--- src/rtl/cdb_arbiter.sv ---
// Round-robin Common Data Bus arbiter with a registered broadcast stage.
// Tag 0 is reserved for "no producer" and is never placed on the bus.
module cdb_arbiter #(
    parameter int NREQ  = 4,
    parameter int TAGW  = 3,
    parameter int DATAW = 16
) (
    input  logic                  CLK,
    input  logic                  CLR,
    input  logic [NREQ-1:0]       req,
    input  logic [NREQ*TAGW-1:0]  tag_in,
    input  logic [NREQ*DATAW-1:0] data_in,
    input  logic                  flush,
    output logic [NREQ-1:0]       gnt,
    output logic                  cdb_valid,
    output logic [TAGW-1:0]       cdb_tag,
    output logic [DATAW-1:0]      cdb_data,
    output logic [15:0]           bcast_count,
    output logic                  tag_err
);

    localparam int PW = (NREQ > 1) ? $clog2(NREQ) : 1;

    logic [NREQ-1:0]  elig;
    logic [NREQ-1:0]  zero_req;
    logic             found;
    logic [PW-1:0]    win_idx;

    logic             cdb_valid_q, cdb_valid_d;
    logic [TAGW-1:0]  cdb_tag_q, cdb_tag_d;
    logic [DATAW-1:0] cdb_data_q, cdb_data_d;
    logic [PW-1:0]    ptr_q, ptr_d;
    logic [15:0]      count_q, count_d;
    logic             tag_err_q, tag_err_d;

    always_comb begin
        elig     = '0;
        zero_req = '0;
        for (int i = 0; i < NREQ; i++) begin
            elig[i]     = req[i] && (tag_in[i*TAGW +: TAGW] != '0);
            zero_req[i] = req[i] && (tag_in[i*TAGW +: TAGW] == '0);
        end
    end

    // Scan ptr, ptr+1, ... with wrap; first eligible unit wins.
    always_comb begin
        logic [PW:0]   sum;
        logic [PW-1:0] idx;
        found   = 1'b0;
        win_idx = '0;
        sum     = '0;
        idx     = '0;
        for (int k = 0; k < NREQ; k++) begin
            sum = {1'b0, ptr_q} + (PW+1)'(k);
            if (sum >= (PW+1)'(NREQ)) begin
                sum = sum - (PW+1)'(NREQ);
            end
            idx = sum[PW-1:0];
            if (!found && elig[idx]) begin
                found   = 1'b1;
                win_idx = idx;
            end
        end
    end

    always_comb begin
        gnt = '0;
        if (CLR && !flush && found) begin
            gnt[win_idx] = 1'b1;
        end
    end

    always_comb begin
        cdb_valid_d = 1'b0;
        cdb_tag_d   = cdb_tag_q;
        cdb_data_d  = cdb_data_q;
        ptr_d       = ptr_q;
        count_d     = count_q;
        tag_err_d   = tag_err_q;
        if (flush) begin
            ptr_d = '0;
        end else begin
            if (found) begin
                cdb_valid_d = 1'b1;
                cdb_tag_d   = tag_in[int'(win_idx)*TAGW +: TAGW];
                cdb_data_d  = data_in[int'(win_idx)*DATAW +: DATAW];
                ptr_d       = (win_idx == PW'(NREQ-1)) ? '0 : win_idx + PW'(1);
                if (count_q != 16'hFFFF) begin
                    count_d = count_q + 16'd1;
                end
            end
            if (|zero_req) begin
                tag_err_d = 1'b1;
            end
        end
    end

    always_ff @(posedge CLK or negedge CLR) begin
        if (!CLR) begin
            cdb_valid_q <= 1'b0;
            cdb_tag_q   <= '0;
            cdb_data_q  <= '0;
            ptr_q       <= '0;
            count_q     <= '0;
            tag_err_q   <= 1'b0;
        end else begin
            cdb_valid_q <= cdb_valid_d;
            cdb_tag_q   <= cdb_tag_d;
            cdb_data_q  <= cdb_data_d;
            ptr_q       <= ptr_d;
            count_q     <= count_d;
            tag_err_q   <= tag_err_d;
        end
    end

    assign cdb_valid   = cdb_valid_q;
    assign cdb_tag     = cdb_tag_q;
    assign cdb_data    = cdb_data_q;
    assign bcast_count = count_q;
    assign tag_err     = tag_err_q;

endmodule

--- config.mk ---
export PLATFORM = sky130hd
export DESIGN_NAME = cdb_arbiter
export DESIGN_NICKNAME = d
export VERILOG_FILES = /design/src/rtl/cdb_arbiter.sv
export SDC_FILE = /design/constraint.sdc
export NUM_CORES = 1
export LEC_CHECK = 0
export CAP_MARGIN = 15
export CORE_MARGIN = 2
export CORE_UTILIZATION = 36
export DETAILED_ROUTE_END_ITERATION = 10
export PLACE_DENSITY = 0.84
export SYNTH_ARGS = -nofsm -noshare
export SYNTH_HDL_FRONTEND = slang
export SYNTH_SLANG_ARGS = --single-unit
--- constraint.sdc ---
create_clock -name CLK -period 2.2 [get_ports CLK]
set_clock_uncertainty 0.15 [all_clocks]
set_input_delay 0.22 -clock CLK [delete_from_list [all_inputs] [get_ports CLK]]
set_output_delay 0.22 -clock CLK [all_outputs]
set_load 0.005 [all_outputs]
# After elaboration in Yosys (flattened, before gate mapping)
# Cells that the tools add are included.
[op_classes]
n_bitwise = 1
add_sub_neg = 9
n_mux = 28
n_eq_ne = 2
n_reduce_logical = 31
n_shift = 2
n_lt_le_gt_ge = 10
n_mul = 1
[ops]
columns = ["op", "count"]
rows = [
  ["indexed part select 64 x 7 -> 16 bit", 1],
  ["two-way mux 2 bit", 11],
  ["adder 16 x 1 -> 16 bit, second input constant", 1],
  ["inequality test 16 bit, second input constant", 1],
  ["< comparator 2 x 3 -> 1 bit, second input constant", 5],
  ["logical AND 1 bit", 14],
  ["zero test 3 bit", 4],
  ["nonzero test 3 bit", 4],
  ["indexed part select 12 x 5 -> 3 bit", 1],
  ["two-way mux 1 bit", 11],
  ["greater-or-equal comparator 3 bit, second input constant", 3],
  ["binary-select mux 1 bit (select 2 bit)", 4],
  ["subtractor 2 x 1 -> 2 bit, second input constant", 4],
  ["adder 2 x 2 -> 3 bit, second input constant", 2],
  ["zero test 1 bit", 4],
  ["multiplier 2 x 2 -> 4 bit, second input constant", 1],
  ["two-way mux 4 bit", 1],
  ["AND reduction 2 bit", 2],
  ["OR reduction 4 bit", 1],
  ["adder 2 x 1 -> 3 bit, second input constant", 1],
  ["greater-or-equal comparator 2 x 3 -> 1 bit, second input constant", 1],
  ["AND reduction 3 bit", 1],
  ["adder 2 x 1 -> 2 bit, second input constant", 1],
  ["demux 1 bit (select 2 bit)", 1],
  ["4 further kinds", 4],
]
[word_totals]
regBits = 39

# Logic depth before layout (Yosys ltp)
[logic_depth]
depth_word = 19
ltp_mapped = 8
depth_no_buf = 6

# Worst setup path before layout
# OpenSTA, ideal clock, no wires.
[synth_timing]
path_kind = "register -> register"
start = "reg count_q[0], in the netlist bcast_count[0]"
end = "reg count_q[11], in the netlist bcast_count[11]"
setup_time_ns = 0.123
slack_ns = 0.029
path_buffers = 1
stages_incl_launch_ff = 8
t_arrival_ns = 1.898
required_ns = 1.927
cell_sequence = "dfrtp_1 > ha_1 > and4_1 > clkbuf_1 > nor2b_1 > a2111oi_4 > nand4_1 > xnor2_1"
[synth_between]
elab_chain_cells = 2
[synth_rtl]
columns = ["item", "line", "source"]
rows = [
  ["from (decl)", "33", "logic [15:0] count_q, count_d;"],
  ["from (signal assigned)", "111", "count_q <= count_d;"],
  ["parallel branches: the longest is 2 deep, another holds adder 16 x 1 -> 16 bit", "--", ""],
]
# Several ways; the timed one is not identified.
# A chain may end at the register's enable or synchronous reset.

# Final worst setup path
[layout_timing]
start = "in tag_in[4]"
end = "out gnt[3]"
[layout_between]
elab_chain_cells = 19
[layout_rtl]
columns = ["item", "line", "source"]
rows = [
  ["from (decl)", "11", "input logic [NREQ*TAGW-1:0] tag_in,"],
  ["nonzero test 3 bit *", "40", "elig[i] = req[i] && (tag_in[i*TAGW +: TAGW] != '0);"],
  ["logical AND 1 bit *", "40", ""],
  ["binary-select mux 1 bit (select 2 bit)", "59", "if (!found && elig[idx]) begin"],
  ["two-way mux 1 bit (not written as such)", "59", ""],
  ["two-way mux 1 bit", "59", ""],
  ["zero test 1 bit", "59", ""],
  ["logical AND 1 bit", "59", ""],
  ["two-way mux 1 bit", "59", ""],
  ["[3 not listed]", "--", ""],
  ["zero test 1 bit", "59", ""],
  ["logical AND 1 bit", "59", ""],
  ["two-way mux 2 bit", "59", ""],
  ["< comparator 2 x 3 -> 1 bit (not written as such) / greater-or-equal comparator 2 x 1 -> 1 bit (equally long branches)", "69", "gnt[win_idx] = 1'b1;"],
  ["logical AND 1 bit (not written as such)", "69", ""],
  ["two-way mux 1 bit (not written as such)", "69", ""],
  ["demux 1 bit (select 2 bit)", "69", ""],
  ["two-way mux 4 bit *", "68", "if (CLR && !flush && found) begin"],
  ["to (decl)", "14", "output logic [NREQ-1:0] gnt,"],
]
# Every way passes the cells marked *; elsewhere a longest branch is shown, timed or not. The select of a mux whose other input is x is not followed.

==> flow_summary.json <==
{
  "h-tree-depth": 2,
  "synth_edf_count": 0,
  "grt_usage_pct": 21.3,
  "powerDensity_nw_per_um2": 688,
  "grt_pass1_vias": 2601,
  "drc": 0,
  "grt_pass1_wl_um": 12400,
  "io_buffers": 123,
  "vias": 2407,
  "pre_cts_slack_ns": -0.626,
  "clkSlewWorstSetupHoldPaths_ns": 0.07,
  "ant_nets": 0,
  "cts.sinks": 39,
  "pwr-share-seq_pct": 34.6,
  "synth_area_um2": 2390,
  "synthCells": 206,
  "power_uw": 2880,
  "ys_ff_latch": 39,
  "clock-root-buffer": "clkbuf_8",
  "die-area_um2": 7320,
  "ys_types": 40,
  "p_switching_uw": 913,
  "die_w_um": 85.5,
  "report.final.slew_viol_count": 0,
  "final_common_cell": "clkdlybuf4s50_1",
  "yosys.area.top_type": "dfrtp_1",
  "fin_crit_ns": 2.18,
  "wirelength_um": 7510,
  "fmax_mhz": 459,
  "hold_violations": 0,
  "vdd_drop_max_mv": 0.574,
  "yosysWarnings": 0,
  "syn2layout_area_growth_pct": 74.8,
  "firstDrtPassIters": 6,
  "drive_gt1_share_pct": 27.5,
  "combinationalPowerShare_pct": 50.1,
  "period_share_pct": 99.1,
  "setup_viol": 0,
  "overflow": 0,
  "synth_flop_cell": "dfrtp_1",
  "ys_seq_area_share_pct": 40.8,
  "required_ns": 1.83,
  "grt_max_degree": 24,
  "io-pin-count": 124,
  "cp_data_arrival_time_ns": 1.81,
  "max-cap-violations": 0,
  "start_util_pct": 37.5,
  "power_frac_clock_pct": 15.3,
  "fin_nets": 461,
  "first_iter_violations": 80,
  "crit_path_max_fanout": 3,
  "slew_headroom_pct": 73.6,
  "clk_latency_ns": 0.29,
  "tritoncts": "done",
  "clk_path_buf_depth": 2,
  "row_count": 29,
  "gp_routability_congestion": 0.804,
  "critPathLaunchType": "input port",
  "endpoint_kind": "primary output",
  "post-route-util_pct": 65.5,
  "setup_slack_ns": 0.0202,
  "vias_per_cell": 5.33,
  "post-place-cells": 437,
  "n_antenna_cell": 0,
  "core-area_um2": 6390,
  "synth_top_cell_area_share_pct": 40.8,
  "p_leak_uw": 0.00176,
  "grt_antenna_before_repair": 0,
  "internal_power_uw": 1970,
  "routedWlPerCell_um": 16.6,
  "synth_nets": 291,
  "synthTopCellsByArea": "dfrtp_1 (41%), mux2i_1 (16%), o221ai_2 (6.3%), xnor2_1 (4.8%), nand2_1 (3.6%)",
  "dp_hpwl_um": 5740,
  "syn_avg_cell_area_um2": 11.6,
  "swShare_pct": 31.7,
  "mostFrequentLayoutCells": "clkdlybuf4s50_1 (102), buf_4 (47), dfrtp_1 (39)",
  "tightestPinTransition_ns": 0.395,
  "hold_class": "in -> reg",
  "die-height_um": 85.5,
  "status": "completed",
  "rsz0062_at_grt": "yes",
  "cts_buffers": 5,
  "setup.worst_path.class": "in -> out",
  "async_flop_share_pct": 100,
  "final_cells": 452
}
## synth_stat cells (5+ instances only)
master    count
nand3_1       8
o221ai_1      9
mux2i_1      39
dfrtp_1      39
nand4_1       6
xnor2_1      13
nor3_1        6
nand2_1      23
buf_6         5
o221ai_2     10
## final timing paths
kind	startpoint	to	slack [ns]	cells after the start
worst min-delay path	tag_in[0]	cdb_tag[0]	0.19	3
worst min register to register	cdb_data[14]	cdb_data[14]	0.34	2
worst max register to register	ptr_q[1]	cdb_tag[2]	0.11	8
min in group asynchronous	CLR	bcast_count[14]	0.28	2
worst max-delay path	tag_in[4]	gnt[3]	0.02	7
max in group asynchronous	CLR	bcast_count[8]	1.05	3
## final cells by class
type,instances,area [um2]
multi-input cells,153,1420
clock buffers,6,72.6
flip-flops and latches,39,976
well taps,77,96.3
inverters,2,7.51
repair buffers,175,1610
fillers,511,2200
## critical path, cell delays in order
cell and delay (ns):
dlygate4sd2_1 0.27, o31ai_4 0.33, o22ai_2 0.15, a311oi_4 0.32, ha_2 0.23, and3_4 0.18, buf_6 0.10
## power groups by stage
stage | Sequential (uW) | Combinational [uW] | Clock (uW)
3_3_place_gp | 999 | 1330 | 0
6_report | 997 | 1440 | 439
2_1_floorplan | 1040 | 574 | 0
4_1_cts | 995 | 1420 | 456
3_5_place_dp | 1010 | 1360 | 0
5_1_grt | 1020 | 1560 | 491
## sequential cells by signal, indices dropped and copies added, names as in the netlist
signal / flops
bcast_count: 16
cdb_data: 16
cdb_tag: 3
ptr_q: 2
cdb_valid: 1
tag_err: 1
## timing repair
action | in CTS | in global routing
pin swaps | 10 | 8
setup endpoints to repair | 23 | 24
hold buffers | 1 | 0
buffers inserted | 7 | 1
hold endpoints to repair | 39 | 0
resized for setup | 50 | 18
## metrics by stage
step | cell area, um2 | setup TNS, ns | hold slack, ns
global placement | 3960 | -11.64 | -0.0624
global route | 4180 | -0.131 | 0.197
finish | 4180 | 0 | 0.186
CTS | 4140 | -0.0309 | 0.275
detailed placement | 3960 | -13.72 | -0.0567
floorplan | 2390 | 0 | -0.226
## per-layer routing
metal,up-vias,track usage [%],routed length (um)
met4,0,6.20,146
met5,-,0,0
li1,1122,-,-
met1,1165,25.8,3090
met2,106,36.2,3550
met3,14,6.83,713
## cells by family (layout without fill, tap and decap cells)
group           after synthesis  after routing  synth area share, %
mux                          40             40                 16.8
buf+inv                      14            183                 4.81
xor+xnor                     15             15                 5.49
flops                        39             39                 40.8
compound gates               35             35                 18.0
fa+ha+maj                     2              2                 1.05
simple gates                 61             61                 13.1
Note: power is estimated with default switching activity, not from simulation.
==> RTL change, RTL diff (config.mk and constraints unchanged) <==
Change the parameter `NREQ` from 4 to 8.
--- a/src/rtl/cdb_arbiter.sv
+++ b/src/rtl/cdb_arbiter.sv
@@ -3,3 +3,3 @@
 module cdb_arbiter #(
-    parameter int NREQ  = 4,
+    parameter int NREQ  = 8,
     parameter int TAGW  = 3,
Ports: changed (resized data_in, gnt, req and tag_in); port bits go from 124 to 208. No check against the original RTL was run, so the function may have changed too.
==> RTL change against the original RTL <==
- the flow now finishes with violations (setup timing)
- sequential share of layout area shrank 11 points
- count of clock-buffer cells in the layout is the same
- final area rose by 99%
- wire length increased to 2.8 times the old value
- largest cell class unchanged
- combinational power rose to 9.1 times the old value
- sequential cell count grew 1
- area after synthesis is 70% higher
- global-route usage rose by 12 points
- setup slack worse by 1.6 ns
- maximum frequency down 43%
- power grew to 5.3 times the old value
==> RTL change: results (changes against the original RTL) <==
| Metric | Value |
|---|---|
| Netlist cell types | 58 (+45%) |
| Final setup viols | 47 (+47) |
| Final setup TNS | -65.53 ns (-65.53 ns) |
| DRT iter0 DRCs | 536 (+570%) |
| Average cell area after synthesis | 11.0 um2 (-5.5%) |
| Root Buffer | clkbuf_16 |
| Peak supply drop | 0.977 mV (+70%) |
| Initial antenna violation count | 1 (+1) |
| CTS resizes | 107 (+110%) |
| Arr. time, crit path | 3.45 ns (+1.64 ns) |
| Area Overhead vs Synth | 105% |
| Rel. slew slack | 65.5% (-8.1 points) |
| Hold_ws | 0.322 ns (+0.136 ns) |
| Net count after synthesis | 537 (+85%) |
| M1 WL | 7580 um (+150%) |
| Sequential area share after synthesis | 24.6% (-16 points) |
| Routed via count | 5110 (+110%) |
| Critical Path Fanout Max | 5 (+2) |
| GPL Wtd Cong | 0.962 (+20%) |
| First-pass GRT wire length | 30100 um (+140%) |
| WL met2 | 10900 um (+210%) |
| Slowest cell delay on critical path | 0.51 ns (+0.18 ns) |
| Leak | 3.45 nW (+96%) |
| Slowest-stage cell, CP | mux4_2 |
| Failing checks | setup timing |
| Reg-to-Reg End | cdb_data[7]$_DFFE_PN0P_ |
| DR pass1 iterations | 5 (-1) |
| Worst hold start | tag_err$_DFFE_PN0P_ |
| Dpl cells | 806 (+84%) |
| Placed cell area | 0.00718 mm2 (+81%) |
| Async SR Flop Fraction | 100% (unchanged) |
| Met3 WL | 1650 um (+130%) |
| Avg WL per Cell | 24.8 um (+49%) |
| Min-delay worst type | reg2reg |
| FF-to-FF path depth | 15 (+7) |
| Worst Setup SP | ptr_q[0]$_DFFE_PN0P_ |
| Min-Delay Endpoint | tag_err$_DFFE_PN0P_ |
| IO buf count | 207 (+68%) |
| Detail Placement HPWL | 15000 um (+160%) |
| WHS Path Cells | 1 (-2) |
| Final WS setup | -1.62 ns (-1.64 ns) |
| Pre-CTS setup slack | -1.95 ns (-1.32 ns) |
| CTS clock-pin slew for the worst setup and hold paths | 0.07 ns (about the same) |
| Non-Filler Instances | 855 (+89%) |
| H-tree depth | 2 (unchanged) |
| Fillers | 689 (+35%) |
| Vias in the first global route | 5351 (+110%) |
| Critical Path End | gnt[2] |
| Status | complete, but fails checks |
| Final nets | 880 (+91%) |
| Total global-route track usage | 33.5% (+12 points) |
| Synth top area cells | mux4_2 27%, dfrtp_1 25%, mux2i_1 8.6% |
| Share of cells above drive strength 1 | 42.9% (+15 points) |
| Setup bufs post-CTS | 32 (+25) |
| Synth cell count leaders | 48 x mux4_2, 40 x dfrtp_1, 37 x nand2_1 |
| Largest net degree at the start of global routing | 41 (+71%) |
| TritonCTS Buffers | 5 (unchanged) |
==> RTL change: cell count changes after synthesis, moves of 7 or more <==
| cell | before | now |
|---|---|---|
| o21ai_1 | 0 | 27 |
| o221ai_2 | 10 | 0 |
| nor3_1 | 6 | 14 |
| mux4_2 | 0 | 48 |
| a21oi_1 | 1 | 8 |
| o31ai_2 | 0 | 7 |
| nand2_1 | 23 | 37 |
| nor2_1 | 2 | 16 |
==> RTL change: metal layers <==
layer  vias to the layer above  track usage [%]
li1                       2168                -
met1                      2489             40.1
met2                       360             57.5
met3                        93             6.23
met4                         0             16.8
met5                         -                0
==> RTL change: final cells by class <==
class,instances,area share (%)
Clock buffer,6,1.67
Sequential cell,40,12.0
Timing Repair Buffer,359,43.0
Clock inverter,2,0.466
Inverter,13,0.902
Multi-Input combinational cell,294,39.8
Tap cell,140,2.10
Antenna cell,1,0.0301
==> RTL change: power by group <==
| group | switching, mW | internal (mW) | leakage (nW) | total [mW] |
|---|---|---|---|---|
| Clock | 0.316 | 0.569 | 0.0871 | 0.885 |
| Combinational | 5.62 | 7.45 | 2.86 | 13.1 |
| Sequential | 0.239 | 1.02 | 0.501 | 1.26 |
| Total | 6.18 | 9.04 | 3.45 | 15.2 |
==> RTL change: cell families (layout without fill, tap and decap cells) <==
group,after synthesis,count (layout),share of synthesized area [%]
buffers and inverters,36,380,5.39
other,0,1,0
muxes,89,89,38.0
adders and majority gates,4,4,1.23
DFF,40,40,24.6
xor gates and xnor gates,18,18,3.88
AOI/OAI and AO/OA,87,87,15.8
and+or+nand+nor,96,96,11.1
==> RTL change: worst max-delay path, delay by kind of cell (launching register included) <==
family | cells | cell delay, ns
simple gates | 2 | 0.24
compound gates | 5 | 0.80
mux | 2 | 0.65
flops | 1 | 0.44
fa+ha+maj | 1 | 0.36
buf+inv | 6 | 0.65
